File: src/rtl/addr_decoder_cfg_loader_if.sv
// addr_decoder_cfg_loader_if: descriptor handshake and config byte-write bus of the window-table loader
interface addr_decoder_cfg_loader_if #(
    parameter int ADDR_W = 32,
    parameter int WIN_W  = 4
);
    logic              req_valid;
    logic              req_ready;
    logic              req_clear;
    logic [WIN_W-1:0]  req_win;
    logic [ADDR_W-1:0] req_base;
    logic [ADDR_W-1:0] req_mask;
    logic [2:0]        req_slot;
    logic [7:0]        req_op;
    logic              busy;
    logic              done;
    logic              err;
    logic              cfg_we;
    logic [7:0]        cfg_addr;
    logic [7:0]        cfg_wdata;
    modport master (
        output req_valid, req_clear, req_win, req_base, req_mask, req_slot, req_op,
        input  req_ready, busy, done, err, cfg_we, cfg_addr, cfg_wdata
    );
    modport slave (
        input  req_valid, req_clear, req_win, req_base, req_mask, req_slot, req_op,
        output req_ready, busy, done, err, cfg_we, cfg_addr, cfg_wdata
    );
endinterface

File: src/rtl/addr_decoder_cfg_loader.sv
// addr_decoder_cfg_loader: serialises window descriptors (or clear-all) into byte-wide decoder cfg writes
module addr_decoder_cfg_loader #(
    parameter int ADDR_W  = 32,
    parameter int NUM_WIN = 16,
    parameter int WIN_W   = (NUM_WIN > 1) ? $clog2(NUM_WIN) : 1
) (
    input logic                      cfg_clk,
    input logic                      cfg_rst,
    addr_decoder_cfg_loader_if.slave bus
);
    localparam int CFG_BYTES = (ADDR_W + 7) / 8;
    localparam int FW        = CFG_BYTES * 8;
    localparam int MASK_OFF  = NUM_WIN * CFG_BYTES;
    localparam int SLOT_OFF  = MASK_OFF + NUM_WIN * CFG_BYTES;
    localparam int OP_OFF    = SLOT_OFF + NUM_WIN;

    typedef enum logic [2:0] {IDLE, BASE, MASK, SLOT, OP, ERR} state_t;

    state_t           state_q, state_d;
    logic             clear_q, clear_d;
    logic [WIN_W-1:0] win_q, win_d;
    logic [FW-1:0]    base_q, base_d, mask_q, mask_d;
    logic [2:0]       slot_q, slot_d;
    logic [7:0]       op_q, op_d;
    logic [7:0]       byte_q, byte_d;
    logic             ready_q, ready_d, busy_q, busy_d, done_q, done_d, err_q, err_d, we_q, we_d;
    logic [7:0]       addr_q, addr_d, wdata_q, wdata_d;
    logic             accept, last_byte, last_win;

    assign accept    = bus.req_valid && ready_q;
    assign last_byte = byte_q == 8'(CFG_BYTES - 1);
    assign last_win  = !clear_q || int'(win_q) == NUM_WIN - 1;

    assign bus.req_ready = ready_q;
    assign bus.busy      = busy_q;
    assign bus.done      = done_q;
    assign bus.err       = err_q;
    assign bus.cfg_we    = we_q;
    assign bus.cfg_addr  = addr_q;
    assign bus.cfg_wdata = wdata_q;

    always_ff @(posedge cfg_clk) begin
        if (cfg_rst) begin
            state_q <= IDLE;
            ready_q <= 1'b0;
            busy_q  <= 1'b0;
            done_q  <= 1'b0;
            err_q   <= 1'b0;
            we_q    <= 1'b0;
            addr_q  <= '0;
            wdata_q <= '0;
        end else begin
            state_q <= state_d;
            ready_q <= ready_d;
            busy_q  <= busy_d;
            done_q  <= done_d;
            err_q   <= err_d;
            we_q    <= we_d;
            addr_q  <= addr_d;
            wdata_q <= wdata_d;
            clear_q <= clear_d;
            win_q   <= win_d;
            base_q  <= base_d;
            mask_q  <= mask_d;
            slot_q  <= slot_d;
            op_q    <= op_d;
            byte_q  <= byte_d;
        end
    end

    // A clear loads the default descriptor once and then walks win_q across every window.
    always_comb begin
        state_d = state_q;
        clear_d = clear_q;
        win_d   = win_q;
        base_d  = base_q;
        mask_d  = mask_q;
        slot_d  = slot_q;
        op_d    = op_q;
        byte_d  = byte_q;
        case (state_q)
            IDLE: if (accept) begin
                clear_d = bus.req_clear;
                win_d   = bus.req_clear ? '0 : bus.req_win;
                base_d  = bus.req_clear ? '0 : FW'(bus.req_base);
                mask_d  = bus.req_clear ? '0 : FW'(bus.req_mask);
                slot_d  = bus.req_clear ? 3'd0 : bus.req_slot;
                op_d    = bus.req_clear ? 8'hFF : bus.req_op;
                byte_d  = '0;
                state_d = (!bus.req_clear && int'(bus.req_win) >= NUM_WIN) ? ERR : BASE;
            end
            BASE: begin
                byte_d  = last_byte ? '0 : byte_q + 8'd1;
                state_d = last_byte ? MASK : BASE;
            end
            MASK: begin
                byte_d  = last_byte ? '0 : byte_q + 8'd1;
                state_d = last_byte ? SLOT : MASK;
            end
            SLOT: state_d = OP;
            OP: begin
                win_d   = win_q + 1'b1;
                state_d = last_win ? IDLE : BASE;
            end
            default: state_d = IDLE;
        endcase
    end

    // Outputs are decoded from the next state so the registered write lands on the cycle after each step.
    always_comb begin
        we_d    = state_d inside {BASE, MASK, SLOT, OP};
        busy_d  = we_d;
        ready_d = state_d == IDLE;
        err_d   = state_d == ERR;
        done_d  = state_d == OP && (!clear_d || int'(win_d) == NUM_WIN - 1);
        addr_d  = addr_q;
        wdata_d = wdata_q;
        case (state_d)
            BASE: begin
                addr_d  = 8'(int'(win_d) * CFG_BYTES + int'(byte_d));
                wdata_d = 8'(base_d >> {byte_d, 3'b000});
            end
            MASK: begin
                addr_d  = 8'(MASK_OFF + int'(win_d) * CFG_BYTES + int'(byte_d));
                wdata_d = 8'(mask_d >> {byte_d, 3'b000});
            end
            SLOT: begin
                addr_d  = 8'(SLOT_OFF + int'(win_d));
                wdata_d = {5'b0, slot_d};
            end
            OP: begin
                addr_d  = 8'(OP_OFF + int'(win_d));
                wdata_d = op_d;
            end
            default: ;
        endcase
    end
endmodule

File: src/flat_wrapper.sv
// flat-port wrapper written by rule: the top's interface ports become plain ports
module addr_decoder_cfg_loader_flat 
#(
    parameter int ADDR_W  = 32,
    parameter int NUM_WIN = 16,
    parameter int WIN_W   = (NUM_WIN > 1) ? $clog2(NUM_WIN) : 1
)
  (cfg_clk, cfg_rst, bus_req_valid, bus_req_clear, bus_req_win, bus_req_base, bus_req_mask, bus_req_slot, bus_req_op, bus_req_ready, bus_busy, bus_done, bus_err, bus_cfg_we, bus_cfg_addr, bus_cfg_wdata);
  addr_decoder_cfg_loader_if #(.ADDR_W(ADDR_W), .WIN_W(WIN_W)) bus_i ();
  input logic cfg_clk;
  input logic cfg_rst;
  input wire logic [$bits(bus_i.req_valid)-1:0] bus_req_valid;
  input wire logic [$bits(bus_i.req_clear)-1:0] bus_req_clear;
  input wire logic [$bits(bus_i.req_win)-1:0] bus_req_win;
  input wire logic [$bits(bus_i.req_base)-1:0] bus_req_base;
  input wire logic [$bits(bus_i.req_mask)-1:0] bus_req_mask;
  input wire logic [$bits(bus_i.req_slot)-1:0] bus_req_slot;
  input wire logic [$bits(bus_i.req_op)-1:0] bus_req_op;
  output wire logic [$bits(bus_i.req_ready)-1:0] bus_req_ready;
  output wire logic [$bits(bus_i.busy)-1:0] bus_busy;
  output wire logic [$bits(bus_i.done)-1:0] bus_done;
  output wire logic [$bits(bus_i.err)-1:0] bus_err;
  output wire logic [$bits(bus_i.cfg_we)-1:0] bus_cfg_we;
  output wire logic [$bits(bus_i.cfg_addr)-1:0] bus_cfg_addr;
  output wire logic [$bits(bus_i.cfg_wdata)-1:0] bus_cfg_wdata;
  assign bus_i.req_valid = bus_req_valid;
  assign bus_i.req_clear = bus_req_clear;
  assign bus_i.req_win = bus_req_win;
  assign bus_i.req_base = bus_req_base;
  assign bus_i.req_mask = bus_req_mask;
  assign bus_i.req_slot = bus_req_slot;
  assign bus_i.req_op = bus_req_op;
  assign bus_req_ready = bus_i.req_ready;
  assign bus_busy = bus_i.busy;
  assign bus_done = bus_i.done;
  assign bus_err = bus_i.err;
  assign bus_cfg_we = bus_i.cfg_we;
  assign bus_cfg_addr = bus_i.cfg_addr;
  assign bus_cfg_wdata = bus_i.cfg_wdata;
  addr_decoder_cfg_loader #(.ADDR_W(ADDR_W), .NUM_WIN(NUM_WIN), .WIN_W(WIN_W)) u_core (.cfg_clk(cfg_clk), .cfg_rst(cfg_rst), .bus(bus_i));
endmodule
File: config.mk
export PLATFORM = sky130hd
export DESIGN_NAME = addr_decoder_cfg_loader_flat
export DESIGN_NICKNAME = d
export VERILOG_FILES = /design/src/rtl/addr_decoder_cfg_loader_if.sv /design/src/rtl/addr_decoder_cfg_loader.sv /design/src/flat_wrapper.sv
export SDC_FILE = /design/constraint.sdc
export NUM_CORES = 1
export LEC_CHECK = 0
export ABC_CLOCK_PERIOD_IN_PS = 8440
export BUFFER_PORTS_ARGS = -buffer_cell sky130_fd_sc_hd__buf_2
export CAP_MARGIN = 15
export CORE_MARGIN = 1
export CORE_UTILIZATION = 53
export DETAILED_ROUTE_END_ITERATION = 16
export GPL_ROUTABILITY_DRIVEN = 0
export PLACE_DENSITY_LB_ADDON = 0.25
export REMOVE_ABC_BUFFERS = 1
export SETUP_SLACK_MARGIN = 0.1
export SLEW_MARGIN = 30
export SYNTH_ARGS = -nofsm -noshare
export SYNTH_HDL_FRONTEND = slang
export SYNTH_SLANG_ARGS = --single-unit
File: constraint.sdc
create_clock -name cfg_clk -period 8.44 [get_ports cfg_clk]
set_input_delay 1.688 -clock cfg_clk [delete_from_list [all_inputs] [get_ports cfg_clk]]
set_output_delay 1.688 -clock cfg_clk [all_outputs]
set_load 0.01 [all_outputs]
### Word level (Yosys, flattened, before mapping)

Index checks and enable logic that the tools add are counted.
Widths: inputs -> output; s select.

| cells by class | value |
|---|---|
| add/sub/neg operators | 7 |
| equality and inequality tests | 12 |
| shift operators | 2 |
| muxes and demuxes | 27 |
| reductions and logical operators | 10 |

Operator list:

| operator | count |
|---|---|
| $mux 32 | 6 |
| $pmux 8 s4 | 2 |
| $shr 32x11->8 | 2 |
| $mux 8 | 5 |
| $add 8x4->8 const A | 2 |
| $pmux 8 s2 | 1 |
| $pmux 3 s5 | 1 |
| $eq 3x2->1 const B | 4 |
| $mux 3 | 4 |
| $eq 3x3->1 const B | 3 |
| $add 6x8->8 | 1 |
| $add 7x6->8 const A | 1 |
| $add 8x1->8 const B | 1 |
| $add 8x8->8 | 1 |
| $eq 4x1->1 const B | 2 |
| $eq 8x2->1 const B | 1 |
| $mux 4 | 2 |
| $pmux 4 s2 | 1 |
| $eq 3x1->1 const B | 2 |
| $logic_not 3->1 | 2 |
| $add 4x1->4 const B | 1 |
| $mux 1 | 4 |
| $reduce_bool 4->1 | 1 |
| $logic_and 1x1->1 | 2 |
| 4 further kinds | 6 |

| storage, ports and cells | value |
|---|---|
| register bits after elaboration | 111 |
| input bits | 83 |
| output and inout bits | 21 |
| logic and storage cells | 72 |

### Longest topological paths before layout

| depth | value |
|---|---|
| depth in word-level cells | 6 |
| depth in mapped cells | 16 |

### Worst setup path before layout

Ideal clock, no wire load.

| timing path | value |
|---|---|
| path type | input-to-reg |
| from | input cfg_rst |
| to | register u_core.wdata_q[7] (netlist: u_core.bus.cfg_wdata[7]) |
| library setup time | 0.072 ns |
| arrival time | 4.443 ns |
| path slack | 3.925 ns |
| stages | 7 |
| path buffers | 1 |
| path through | clkbuf_1 > inv_1 > nand3_1 > inv_1 > a22o_1 > o21ba_2 > a2bb2oi_1 |

RTL lines:

| element | RTL line | source |
|---|---|---|
| start, declared | flat_wrapper.sv:11 | `input logic cfg_rst;` |
| end signal, assigned | addr_decoder_cfg_loader.sv:60 | `wdata_q <= wdata_d;` |
| end, declared | addr_decoder_cfg_loader.sv:27 | `logic [7:0] addr_q, addr_d, wdata_q, wdata_d;` |

### Worst setup path after layout

| timing path | value |
|---|---|
| from | input bus_req_valid |
| to | register u_core.addr_q[7] (netlist: u_core.bus.cfg_addr[7]) |

| on the way | value |
|---|---|
| longest elaborated chain between the ends | 6 |
| elaborated cells on any way between the ends | 18 |
| classes of those cells | 5 x add/sub; 4 x eq/ne; 7 x mux; 2 x reduce/logical |

RTL lines:

| element | RTL line | source |
|---|---|---|
| start, declared | flat_wrapper.sv:12 | `input wire logic [$bits(bus_i.req_valid)-1:0] bus_req_valid;` |
| $logic_and 1x1->1 (*) | addr_decoder_cfg_loader.sv:30 | `assign accept = bus.req_valid && ready_q;` |
| $mux 4 (*) | addr_decoder_cfg_loader.sv:82 | `IDLE: if (accept) begin` |
| $pmux 4 s2 (*) | addr_decoder_cfg_loader.sv:81 | `case (state_q)` |
| via u_core.win_d[1] | addr_decoder_cfg_loader.sv:21 | `logic [WIN_W-1:0] win_q, win_d;` |
| $add 7x6->8 | addr_decoder_cfg_loader.sv:124 | `addr_d = 8'(MASK_OFF + int'(win_d) * CFG_BYTES + int'(byte_d));` |
| $add 8x8->8 | addr_decoder_cfg_loader.sv:124 |  |
| $pmux 8 s4 (*) | addr_decoder_cfg_loader.sv:118 | `case (state_d)` |
| end signal, assigned | addr_decoder_cfg_loader.sv:59 | `addr_q <= addr_d;` |
| end, declared | addr_decoder_cfg_loader.sv:27 |  |

The timed path passes the listed nets; every way through them passes the cells marked *.
A chain may end at the register's enable or synchronous reset.

==> impl_metrics.toml <==
[synthesis]
syn_inst = 694
synth_edf_count = 88
synth_top_cell_by_area = "edfxtp_1"
postSynth.asyncResetShare_pct = 0
synth_top_area_share_pct = 40.9
synth.avg_cell_area_um2 = 9.32
yosys_warnings = 0
synth.most_common_cell = "nand2_1"
synth_area_leaders = "edfxtp_1, dfxtp_1, o21ai_0, nand2b_1, nand2_1"
synthTopCellsByCount = "nand2_1, o21ai_0, edfxtp_1"
synth_seq_area_share_pct = 48.0
ys_seq_elements = 111
syn_area_um2 = 6470
ys.flop_type = "edfxtp_1"
yosysUniqueCellTypes = 69

[critical_path]
timing.rr.end = "u_core.bus.cfg_addr[7]$_SDFFE_PP0P_"
cp.arrival_ps = 4780
crit_fanout = 55
r2r_start = "u_core.state_q[2]$_SDFF_PP0_"
max_stage_delay_ps = 600
cp-startpoint = "bus_req_valid"
worst-r2r-cell-count = 13
r2r_setup_slack_ps = 4100
path_class = "in2reg"
worstPathRequired_ps = 8680
critPathLaunchType = "input port"
worstPathCellList = "buf_2 > nor4bb_1 > nand2_4 > nor2_1 > a222oi_1 > inv_1 > ha_1 > a21o_1 > a21o_1 > a21oi_1 > nand2_1 > a21oi_1 > a31o_2 > o41ai_1"
slowest_stage = "a222oi_1"
worstSetupEndpointType = "flip-flop"

[min_path]
min_from = "u_core.bus.cfg_addr[1]$_SDFFE_PP0P_"
holdPathStages = 2
min_to = "u_core.bus.cfg_addr[1]$_SDFFE_PP0P_"
hold_path.class = "reg2reg"

[power_and_ir_drop]
swShare_pct = 27.9
p_leak_uw = 0.00296
power_density_nw_per_um2 = 199
p_switching_uw = 408
p_int_uw = 1060
irDropWorstVdd_v = 0.000113
pwr-share-clk_pct = 33.7
total_power_uw = 1460
p_comb_share_pct = 19.7
seqPwrFrac_pct = 46.5

[routing]
dr_total_vias = 5435
routedWlPerCell_um = 17.4
first_pass_iters = 5
viasPerCell = 5.95
final_antenna_net_count = 0
drc = 0
routed_wl_um = 15900
dr.first_iter.drc_count = 407

[timing]
slew_violations = 0
clock.fmax_mhz = 220
worstMarginPinSlew_ps = 944
finalHoldViolations = 0
setup-tns-final_ps = 0
setup_violations = 0
clock-skew-final_ps = 5.60
fin_crit_ps = 4540
rsz0062_at_grt = "no"
maxSlewHeadroom_pct = 36.9
hold_slack_ps = 452
fin_crit_sh_pct = 53.8

[place]
place_hpwl_um = 10500
dpl_cell_area_um2 = 7020
port_buffers = 103
dpl.cell_count = 897

[floorplanning]
num_rows = 39
die_w_um = 112
die_area_um2 = 12600
start_util_pct = 55.5
top_level_ports = 104
coreArea_um2 = 11700
die-height_um = 112

[run_status]
status = "complete, no violations"

[final_layout]
nets = 855
stdcell_count = 913
antenna-diode-count = 0
finish.instance_area_um2 = 7360
area_growth_pct = 13.8
drive_above_1_share_pct = 18.8

[clock_tree]
post_cts_resized = 0
clkTransAtPathRegs_ps = 70
cts_tree = "done"
clock_latency_ps = 360
root_buffer = "clkbuf_16"
cts_buffers = 9
clk_path_buf_depth = 2
cts_max_level = 3
cts_sinks = 111
hold_buffers = 0
postCtsSetupBuffers = 0

[flow_run]
drv_cap = 0

[global_routing]
grt_start_max_net_pins = 101
grt_use_total_pct = 26.5
grt_pass1_vias = 5258
antenna_found_initial = 0
grt_first_pass_wirelength_um = 26200
overflow = 0
[flip-flops by register name, summed over array words and instances (netlist names)]
register,count
u_core.bus.busy,1
u_core.state_q,3
u_core.bus.err,1
u_core.clear_q,1
u_core.bus.done,1
u_core.bus.cfg_wdata,8
u_core.base_q,32
u_core.win_q,4
u_core.bus.req_ready,1
u_core.slot_q,3
u_core.bus.cfg_addr,8
u_core.byte_q,8
u_core.mask_q,32
u_core.op_q,8
[per-stage QoR]
step                setup slack (ps)  utilization (%)
floorplan                       2160                -
global placement                3670             60.1
detailed placement              3530             60.2
CTS                             3920             63.1
global route                    3580             63.1
finish                          3900             63.1
[cells by family after synthesis]
| kind of cell | Yosys count | synth area share (%) |
|---|---|---|
| AOI/OAI and AO/OA | 232 | 24.0 |
| adders and majority gates | 7 | 1.47 |
| xor gates and xnor gates | 6 | 0.813 |
| muxes | 5 | 0.813 |
| buffers and inverters | 60 | 4.16 |
| and+or+nand+nor | 272 | 20.7 |
| other | 1 | 0.0580 |
| DFF | 111 | 48.0 |
[critical path: cells and delay by family]
family | cells | cell delay [ps]
fa+ha+maj | 1 | 330
buf+inv | 2 | 300
compound gates | 7 | 1630
simple gates | 4 | 820
[power groups by stage]
stage / clock network, uW / registers, uW / logic, uW
2_1_floorplan: 0 / 689 / 188
3_3_place_gp: 0 / 690 / 276
3_5_place_dp: 0 / 692 / 288
4_1_cts: 499 / 681 / 289
5_1_grt: 515 / 687 / 323
6_report: 494 / 681 / 289
[how the worst max path moves through the flow]
stage | end | cells past startpoint
2_1_floorplan | u_core.bus.cfg_addr[7]$_SDFFE_PP0P_ | 13
3_3_place_gp | u_core.bus.cfg_addr[7]$_SDFFE_PP0P_ | 14
3_5_place_dp | u_core.bus.cfg_addr[7]$_SDFFE_PP0P_ | 14
4_1_cts | u_core.bus.cfg_addr[7]$_SDFFE_PP0P_ | 14
5_1_grt | u_core.bus.cfg_addr[7]$_SDFFE_PP0P_ | 14
6_report | u_core.bus.cfg_addr[7]$_SDFFE_PP0P_ | 14
[layer usage]
metal	vias to the layer above	part of all wire (%)	GRT usage, %
met5	-	0	0
met4	0	2.5	12.3
met3	24	5.0	4.16
met2	168	48	43.6
met1	2568	44	34.5
li1	2675	-	-
[layout make-up]
type | instances | area, um^2
fillers | 991 | 4300
multi-input cells | 523 | 3130
flip-flops and latches | 111 | 3100
repair buffers | 110 | 572
clock buffers | 11 | 233
well taps | 143 | 179
clock inverters | 5 | 106
inverters | 10 | 38.8
[placed cells by master, fill, tap and decap left out, drive strengths merged, types with 4 or more instances in the layout]
| master | n |
|---|---|
| a21oi | 29 |
| a22o | 5 |
| clkbuf | 11 |
| a21o | 4 |
| a211o | 15 |
| inv | 8 |
| o211ai | 35 |
| edfxtp | 88 |
| ha | 6 |
| buf | 110 |
| a221o | 6 |
| o21ai | 96 |
| nor2 | 55 |
| nand3 | 7 |
| nand2 | 105 |
| and2 | 6 |
| nand4 | 9 |
| dfxtp | 23 |
| o211a | 9 |
| nand2b | 71 |
(Power assumes the default switching activity.)
